`config.mk`:
```
export PLATFORM = sky130hd
export DESIGN_NAME = reorder_buffer
export DESIGN_NICKNAME = d
export VERILOG_FILES = /design/src/rtl/reorder_buffer.sv
export SDC_FILE = /design/constraint.sdc
export NUM_CORES = 2
export LEC_CHECK = 0
export CORE_ASPECT_RATIO = 1.4
export CORE_MARGIN = 10
export CORE_UTILIZATION = 40
export CTS_CLUSTER_DIAMETER = 100
export DETAILED_ROUTE_END_ITERATION = 6
export PLACE_DENSITY = 0.63
export SLEW_MARGIN = 25
export SYNTH_ARGS = -nofsm -noshare
export SYNTH_HDL_FRONTEND = slang
export SYNTH_SLANG_ARGS = --single-unit
```
`constraint.sdc`:
```
create_clock -name clk -period 12.45 [get_ports clk]
set_input_delay 1.245 -clock clk [delete_from_list [all_inputs] [get_ports clk]]
set_output_delay 1.245 -clock clk [all_outputs]
set_load 0.01 [all_outputs]
```
`src/rtl/reorder_buffer.sv`:
```
// rtl/reorder_buffer.sv - 16-entry in-order retirement buffer, dual dispatch, 3 completion ports, dual retire
// Struct ports are flattened; multi-slot fields pack slot/port 0 in the low bits.
module reorder_buffer #(
  parameter int ROB_SIZE_BITS = 4,
  parameter int NUM_CPL       = 3,
  parameter int PC_W          = 32,
  parameter int REG_W         = 5,
  parameter int CTRL_W        = 4,
  parameter int DATA_W        = 32
) (
  input  logic                             clk,
  input  logic                             reset,
  input  logic                             dispatch_valid1,
  input  logic                             dispatch_valid2,
  input  logic [REG_W-1:0]                 dispatch_dest_reg1,
  input  logic [REG_W-1:0]                 dispatch_dest_reg2,
  input  logic [REG_W-1:0]                 dispatch_dest_reg_old1,
  input  logic [REG_W-1:0]                 dispatch_dest_reg_old2,
  input  logic [CTRL_W-1:0]                dispatch_control1,
  input  logic [CTRL_W-1:0]                dispatch_control2,
  input  logic [PC_W-1:0]                  dispatch_pc1,
  input  logic [PC_W-1:0]                  dispatch_pc2,
  input  logic [NUM_CPL-1:0]               complete_valid,
  input  logic [NUM_CPL*ROB_SIZE_BITS-1:0] complete_rob_num,
  input  logic [NUM_CPL*DATA_W-1:0]        complete_result,
  input  logic [NUM_CPL*DATA_W-1:0]        complete_mem_data,
  output logic [ROB_SIZE_BITS-1:0]         rob_num1,
  output logic [ROB_SIZE_BITS-1:0]         rob_num2,
  output logic                             dispatch_stall,
  output logic [1:0]                       retire_valid,
  output logic [2*PC_W-1:0]                retire_pc,
  output logic [2*REG_W-1:0]               retire_rd,
  output logic [2*REG_W-1:0]               retire_rd_old,
  output logic [2*DATA_W-1:0]              retire_result,
  output logic [2*DATA_W-1:0]              retire_mem_data,
  output logic [2*CTRL_W-1:0]              retire_control,
  output logic                             rob_empty,
  output logic [ROB_SIZE_BITS:0]           rob_count
);
  localparam int DEPTH = 1 << ROB_SIZE_BITS;
  localparam logic [ROB_SIZE_BITS:0] STALL_AT = (ROB_SIZE_BITS+1)'(DEPTH - 2);
  typedef logic [ROB_SIZE_BITS-1:0] idx_t;

  logic [DEPTH-1:0]   valid_q, valid_d, complete_q, complete_d, cpl_we;
  logic [PC_W-1:0]    pc_q     [DEPTH];
  logic [REG_W-1:0]   rd_q     [DEPTH];
  logic [REG_W-1:0]   rd_old_q [DEPTH];
  logic [CTRL_W-1:0]  ctrl_q   [DEPTH];
  logic [DATA_W-1:0]  result_q [DEPTH];
  logic [DATA_W-1:0]  mem_q    [DEPTH];
  logic [DATA_W-1:0]  cpl_result [DEPTH];
  logic [DATA_W-1:0]  cpl_mem    [DEPTH];
  idx_t               head_q, head_d, tail_q, tail_d, head1, tail1;
  logic [ROB_SIZE_BITS:0] count_q, count_d;
  logic               disp_we1, disp_we2;
  logic [1:0]         num_disp, num_ret;

  assign head1          = head_q + 1'b1;
  assign tail1          = tail_q + 1'b1;
  assign rob_num1       = tail_q;
  assign rob_num2       = tail1;
  assign rob_count      = count_q;
  assign rob_empty      = (count_q == '0);
  assign dispatch_stall = (count_q > STALL_AT);
  assign disp_we1       = dispatch_valid1 & ~dispatch_stall;
  assign disp_we2       = disp_we1 & dispatch_valid2;
  assign num_disp       = {1'b0, disp_we1} + {1'b0, disp_we2};

  // Retire looks only at registered completion state: no same-cycle bypass.
  assign retire_valid[0] = valid_q[head_q] & complete_q[head_q];
  assign retire_valid[1] = retire_valid[0] & valid_q[head1] & complete_q[head1];
  assign num_ret         = {1'b0, retire_valid[0]} + {1'b0, retire_valid[1]};

  assign retire_pc       = {pc_q[head1],     pc_q[head_q]};
  assign retire_rd       = {rd_q[head1],     rd_q[head_q]};
  assign retire_rd_old   = {rd_old_q[head1], rd_old_q[head_q]};
  assign retire_control  = {ctrl_q[head1],   ctrl_q[head_q]};
  assign retire_result   = {result_q[head1], result_q[head_q]};
  assign retire_mem_data = {mem_q[head1],    mem_q[head_q]};

  // Ports scanned high to low so the lowest-index port overrides on a shared robNum.
  always_comb begin
    cpl_we = '0;
    for (int i = 0; i < DEPTH; i++) begin
      cpl_result[i] = '0;
      cpl_mem[i]    = '0;
      for (int p = NUM_CPL - 1; p >= 0; p--) begin
        if (complete_valid[p] &&
            complete_rob_num[p*ROB_SIZE_BITS +: ROB_SIZE_BITS] == idx_t'(i) &&
            valid_q[i] &&
            !(disp_we1 && tail_q == idx_t'(i)) &&
            !(disp_we2 && tail1 == idx_t'(i))) begin
          cpl_we[i]     = 1'b1;
          cpl_result[i] = complete_result[p*DATA_W +: DATA_W];
          cpl_mem[i]    = complete_mem_data[p*DATA_W +: DATA_W];
        end
      end
    end
  end

  always_comb begin
    valid_d    = valid_q;
    complete_d = complete_q | cpl_we;
    if (retire_valid[0]) begin
      valid_d[head_q]    = 1'b0;
      complete_d[head_q] = 1'b0;
    end
    if (retire_valid[1]) begin
      valid_d[head1]    = 1'b0;
      complete_d[head1] = 1'b0;
    end
    if (disp_we1) begin
      valid_d[tail_q]    = 1'b1;
      complete_d[tail_q] = 1'b0;
    end
    if (disp_we2) begin
      valid_d[tail1]    = 1'b1;
      complete_d[tail1] = 1'b0;
    end
    head_d  = head_q + idx_t'(num_ret);
    tail_d  = tail_q + idx_t'(num_disp);
    count_d = count_q + (ROB_SIZE_BITS+1)'(num_disp) - (ROB_SIZE_BITS+1)'(num_ret);
  end

  always_ff @(posedge clk or posedge reset) begin
    if (reset) begin
      valid_q    <= '0;
      complete_q <= '0;
      head_q     <= '0;
      tail_q     <= '0;
      count_q    <= '0;
    end else begin
      valid_q    <= valid_d;
      complete_q <= complete_d;
      head_q     <= head_d;
      tail_q     <= tail_d;
      count_q    <= count_d;
    end
  end

  // Payload needs no reset; valid/complete gate every use of it.
  always_ff @(posedge clk) begin
    for (int i = 0; i < DEPTH; i++) begin
      if (cpl_we[i]) begin
        result_q[i] <= cpl_result[i];
        mem_q[i]    <= cpl_mem[i];
      end
    end
    if (disp_we1) begin
      pc_q[tail_q]     <= dispatch_pc1;
      rd_q[tail_q]     <= dispatch_dest_reg1;
      rd_old_q[tail_q] <= dispatch_dest_reg_old1;
      ctrl_q[tail_q]   <= dispatch_control1;
    end
    if (disp_we2) begin
      pc_q[tail1]     <= dispatch_pc2;
      rd_q[tail1]     <= dispatch_dest_reg2;
      rd_old_q[tail1] <= dispatch_dest_reg_old2;
      ctrl_q[tail1]   <= dispatch_control2;
    end
  end
endmodule

```
==> After elaboration in Yosys (flattened, before gate mapping) <==
Memories as Yosys holds them, arrays and structs flattened.
Cells that the tools add are included.
{ "word_totals": {"wordCells": 592, "ram_bits": 1760, "output_inout_bits": 237, "mem_count": 6, "regBits": 45} }
{ "op_classes": {"bitwise_logic": 19, "n_reduce_logical": 266, "eq_ne": 75, "mux": 204, "addsub": 8, "n_lt_le_gt_ge": 9} }
{ "mem_list": {"columns": ["name", "words", "word_bits", "read_ports", "rd_ports_with_merged_regs", "write_ports", "line_no", "rtl"], "rows": [
  ["mem_q", 16, 32, 2, 0, 16, "50", "logic [DATA_W-1:0] mem_q [DEPTH];"],
  ["pc_q", 16, 32, 2, 0, 2, "45", "logic [PC_W-1:0] pc_q [DEPTH];"],
  ["result_q", 16, 32, 2, 0, 16, "49", "logic [DATA_W-1:0] result_q [DEPTH];"],
  ["rd_old_q", 16, 5, 2, 0, 2, "47", "logic [REG_W-1:0] rd_old_q [DEPTH];"],
  ["rd_q", 16, 5, 2, 0, 2, "46", "logic [REG_W-1:0] rd_q [DEPTH];"],
  ["ctrl_q", 16, 4, 2, 0, 2, "48", "logic [CTRL_W-1:0] ctrl_q [DEPTH];"]
]} }
{ "op_table": {"columns": ["cell", "count"], "rows": [
  ["two-way mux 32 bit", 96],
  ["logical AND 1 bit", 228],
  ["equality test 4 bit (second input constant)", 40],
  ["two-way mux 16 bit", 8],
  ["bitwise AND 16 bit", 6],
  ["two-way mux 1 bit", 92],
  ["equality test 4 x 3 -> 1 bit (second input constant)", 20],
  ["NOT 16 bit", 4],
  ["bitwise OR 16 bit", 3],
  ["equality test 4 x 2 -> 1 bit (second input constant)", 10],
  ["zero test 1 bit", 32],
  ["equality test 4 x 1 -> 1 bit (second input constant)", 5],
  ["zero test 4 bit", 5],
  ["< comparator 4 x 5 -> 1 bit (second input constant)", 4],
  ["binary-select mux 1 bit (select 4 bit)", 4],
  ["demux 1 bit (select 4 bit)", 4],
  ["greater-or-equal comparator 4 x 1 -> 1 bit (second input constant)", 4],
  ["adder 4 x 1 -> 4 bit (second input constant)", 2],
  ["adder 4 x 2 -> 4 bit", 2],
  ["adder 5 x 2 -> 5 bit", 1],
  ["bitwise AND 1 bit", 5],
  ["greater-than comparator 5 x 4 -> 1 bit (second input constant)", 1],
  ["zero test 5 bit", 1],
  ["subtractor 5 x 2 -> 5 bit", 1],
  ["2 further kinds", 3]
]} }

==> Logic depth before layout (Yosys ltp) <==
{ "depth": {"depth_word": 19, "mapped_depth": 26, "ltp_nobuf": 18} }

==> Least setup slack after synthesis <==
OpenSTA, ideal clock, no wires.
{ "synth_timing": {"path_kind": "reg-to-reg", "start": "register count_q[4], in the netlist rob_count[4]", "end": "memory mem_q[15][0], enable pin", "t_arrival_ns": 8.936, "stages_incl_launch_ff": 10, "slack_ns": 2.592, "synth_period_minus_slack_ns": 9.858, "t_required_ns": 11.528, "cell_sequence": "dfrtp_1 -> clkbuf_1 -> inv_1 -> ha_1 -> and3_1 -> buf_2 -> a211oi_4 -> nand2_1 -> o21ai_0 -> nor2_1"} }
{ "synth_rtl": {"columns": ["item", "line_no", "rtl"], "rows": [
  ["from (decl)", "54", "logic [ROB_SIZE_BITS:0] count_q, count_d;"],
  ["from (signal assigned)", "137", "count_q <= count_d;"],
  ["to (decl)", "50", null]
]} }

==> Worst setup path after layout <==
{ "layout_timing": {"start": "register head_q[0]", "end": "output retire_rd[3]"} }
{ "layout_via": {"elab_chain_cells": 1} }
{ "layout_lines": {"columns": ["item", "line_no", "rtl"], "rows": [
  ["from (decl)", "53", "idx_t head_q, head_d, tail_q, tail_d, head1, tail1;"],
  ["from (signal assigned)", "129", "head_q <= '0;"],
  ["from (signal assigned)", "135", "head_q <= head_d;"],
  ["memory read (16 x 5 bit)", null, null],
  ["to (decl)", "32", "output logic [2*REG_W-1:0] retire_rd,"]
]} }
No other way between the ends.

==> run_results.csv <==
group,metric,value,unit
drt,drt_first_pass_iters,7,
timing,rsz0062_at_grt,"no",
yosys,async_flop_share,2.49,%
drt,via_count,93700,
timing,setup_viol,0,
worst_setup_path,cp.arrival,5.88,ns
finish,finalNetCount,8515,
yosys,synth_flop_cell,"edfxtp_1",
floorplanning,dieArea,311000,um^2
timing,post-route-period-util,57.2,%
worst_setup_path,critPathKind,"flop to output pin",
worst_setup_path,setup.worst_path.start,"head_q[0]",
yosys,synthCells,8569,
finish,drive_gt1_share,29.7,%
global_routing,grt_max_degree,145,
power,finalPower,30000,uW
drt,highest_layer,"met5",
drt,wl_met2,232000,um
timing,tightest_slew,1.31,ns
worst_setup_path,rrSetupSlack,6.32,ns
timing,fmax,140,MHz
cts,htreeDepth,4,
place,dp_cells,11700,
cts,ctsHoldBuffers,0,
timing,slew_violations,0,
cts,cts_buffer_depth,4,
yosys,synth_cell_type_count,60,
yosys,avgSynthCellArea,13.5,um^2
drt,via_per_inst,7.70,
floorplanning,pin_count,540,
yosys,yosys_warnings,0,
drt,post-route-drc-count,51,
timing,slew-limit-headroom,12.9,%
cts,clock-sinks,1805,
cts,cts_tree,"yes",
hold_path,hp-class,"flop to flop",
cts,insertion_delay,0.91,ns
power,peakVddDrop,424,uV
cts,cts_setup_buffers,0,
floorplanning,start_util,40.2,%
floorplanning,die_w,474,um
finish,fin_cells,12200,
yosys,seq_area_frac_synth,46.7,%
floorplanning,core_area,288000,um^2
drt,wl_met3,85400,um
drt,first_iter_violations,17400,
yosys,synthesis.area,116000,um^2
timing,hold_viol_final,0,
timing,skew,0.0838,ns
cts,clock-root-buffer,"clkbuf_16",
yosys,ys_seq_elements,1805,
worst_setup_path,required,11.20,ns
drt,wl_per_cell,43.4,um
run,drv_cap,0,
drt,totalWireLength,528000,um
power,p_leak,0.0397,uW
finish,area_delta_synth_final,12.0,%
global_routing,gr-total-overflow,0,
worst_setup_path,r2r_end,"rob_count[4]",
timing,finalSetupTns,0,ns
drt,ant_nets,0,
cts,numCtsBuffers,200,
worst_setup_path,crit_end,"retire_rd[3]",
worst_setup_path,cp-end-kind,"output pin",
status,status,"complete, but fails checks",
floorplanning,num_rows,233,
yosys,synth_fp_nets,8900,
timing,hold_slack,0.627,ns
worst_setup_path,path_max_fanout,70,
power,p_per_area,232,nW/um^2
yosys,synth_edf_count,1760,
worst_setup_path,r2r_start,"head_q[0]",
drt,drt-met1-wl,163000,um
global_routing,grt_pass1_wl,726000,um
global_routing,grt_use_total,32.6,%
place,io_buffers,539,
global_routing,antenna_found_initial,135,
place,hpwl,282000,um
timing,fin_crit,7.13,ns
global_routing,grt_pass1_vias,92000,
cts,post_cts_resized,0,
floorplanning,die_y,656,um
status,violations,"design-rule violations",
worst_setup_path,worstSetupStartpointType,"flop",
worst_setup_path,reg2regPathDepth,20,
cts,path_clk_slew,0.06,ns
place,gp_congestion,0.888,
-- per-stage QoR --
stage	area, um^2	utilization, %	setup WS (ns)
CTS	129000	44.8	4.66
global route	129000	45.0	4.98
finish	129000	45.0	5.32
global placement	123000	42.7	5.70
detailed placement	123000	42.7	5.62
floorplan	116000	-	2.59
-- metal layers --
layer / track usage (%) / up-vias
li1: - / 34400
met1: 37.8 / 46400
met2: 48.8 / 9916
met3: 13.7 / 2873
met4: 22.8 / 108
met5: 0.415 / -
-- Yosys cell counts, drive strengths merged (3+ instances only) --
master	instances	share of area, %
edfxtp	1760	46
mux4	1116	22
clkbuf	873	2.8
nor2	872	2.8
mux2	864	8.4
a22oi	706	4.6
a211oi	514	3.4
nor3	480	2.1
buf	479	1.9
a221oi	321	2.4
nand2	135	0.44
o31ai	69	0.45
dfrtp	45	0.97
o21ai	45	0.19
nand3	44	0.19
inv	41	0.13
ha	24	0.26
nor4	19	0.12
nand2b	15	0.081
nor2b	12	0.065
and3	11	0.060
a2111oi	10	0.17
and2	10	0.054
o21a	10	0.065
o21bai	10	0.065
o22ai	10	0.054
xnor2	9	0.075
mux2i	8	0.069
o211ai	8	0.087
nand3b	7	0.045
nor4bb	6	0.052
a21oi	5	0.022
fa	4	0.069
nor3b	4	0.026
or3	3	0.016
or3b	3	0.023
xor2	3	0.023
-- sequential cells by signal, summed over array words and instances (netlist names) --
name        flops
rd_q           80
rob_num1        4
pc_q          512
result_q      512
rob_count       5
ctrl_q         64
head_q          4
valid_q        16
complete_q     16
rd_old_q       80
mem_q         512
-- kinds of logic (layout without fill, tap and decap cells) --
kind of cell	Yosys count	in the layout	share of synthesized area [%]
and+or+nand+nor	1626	1626	6.16
DFF	1805	1805	46.7
other	0	69	0
AOI/OAI and AO/OA	1717	1717	11.6
adders and majority gates	28	28	0.329
muxes	1988	1988	30.2
xor gates and xnor gates	12	12	0.0975
buffers and inverters	1393	1158	4.88
-- critical path: stages (launching register included) --
cell and delay [ns]:
dfrtp_4 1.00, buf_4 0.76, buf_6 0.66, buf_6 0.68, mux4_2 0.61, mux4_2 0.59
clkdlybuf4s50_1 0.53
-- power breakdown --
part           total (uW)  internal, uW  switching [uW]
registers            7700          7230             469
clock network        5850          3230            2620
logic               16500          7330            9130
-- cell usage in the layout (no fill, tap or decap), types with 47 or more instances in the layout --
cell / instances
diode_2: 69
mux2_1: 126
nand2_1: 115
nor2_1: 853
o31ai_1: 69
buf_4: 192
clkbuf_1: 47
clkinv_1: 48
a22oi_1: 706
edfxtp_1: 1760
mux4_2: 1116
a211oi_1: 512
clkdlybuf4s50_1: 539
nor3_1: 458
a221oi_1: 320
clkbuf_16: 201
mux2_2: 738
-- worst min-delay path by stage --
| stage | start | cells after the start | endpoint |
|---|---|---|---|
| 3_3_place_gp | complete_q[7] | 2 | complete_q[7] |
| 2_1_floorplan | complete_q[15] | 2 | complete_q[15] |
| 5_1_grt | complete_q[3] | 2 | complete_q[3] |
| 4_1_cts | complete_q[3] | 2 | complete_q[3] |
| 3_5_place_dp | complete_q[3] | 2 | complete_q[3] |
| 6_report | complete_q[3] | 2 | complete_q[3] |
-- area by class of cell --
| class | count | area (um^2) |
|---|---|---|
| antenna | 69 | 173 |
| clock buffer | 248 | 5210 |
| clock inverter | 104 | 890 |
| fill | 25100 | 158000 |
| inverter | 41 | 161 |
| multi-input combinational | 5371 | 56800 |
| sequential | 1805 | 54000 |
| tap | 3760 | 4700 |
| timing repair buffer | 765 | 7500 |
Power figures use the tool's default switching activity.
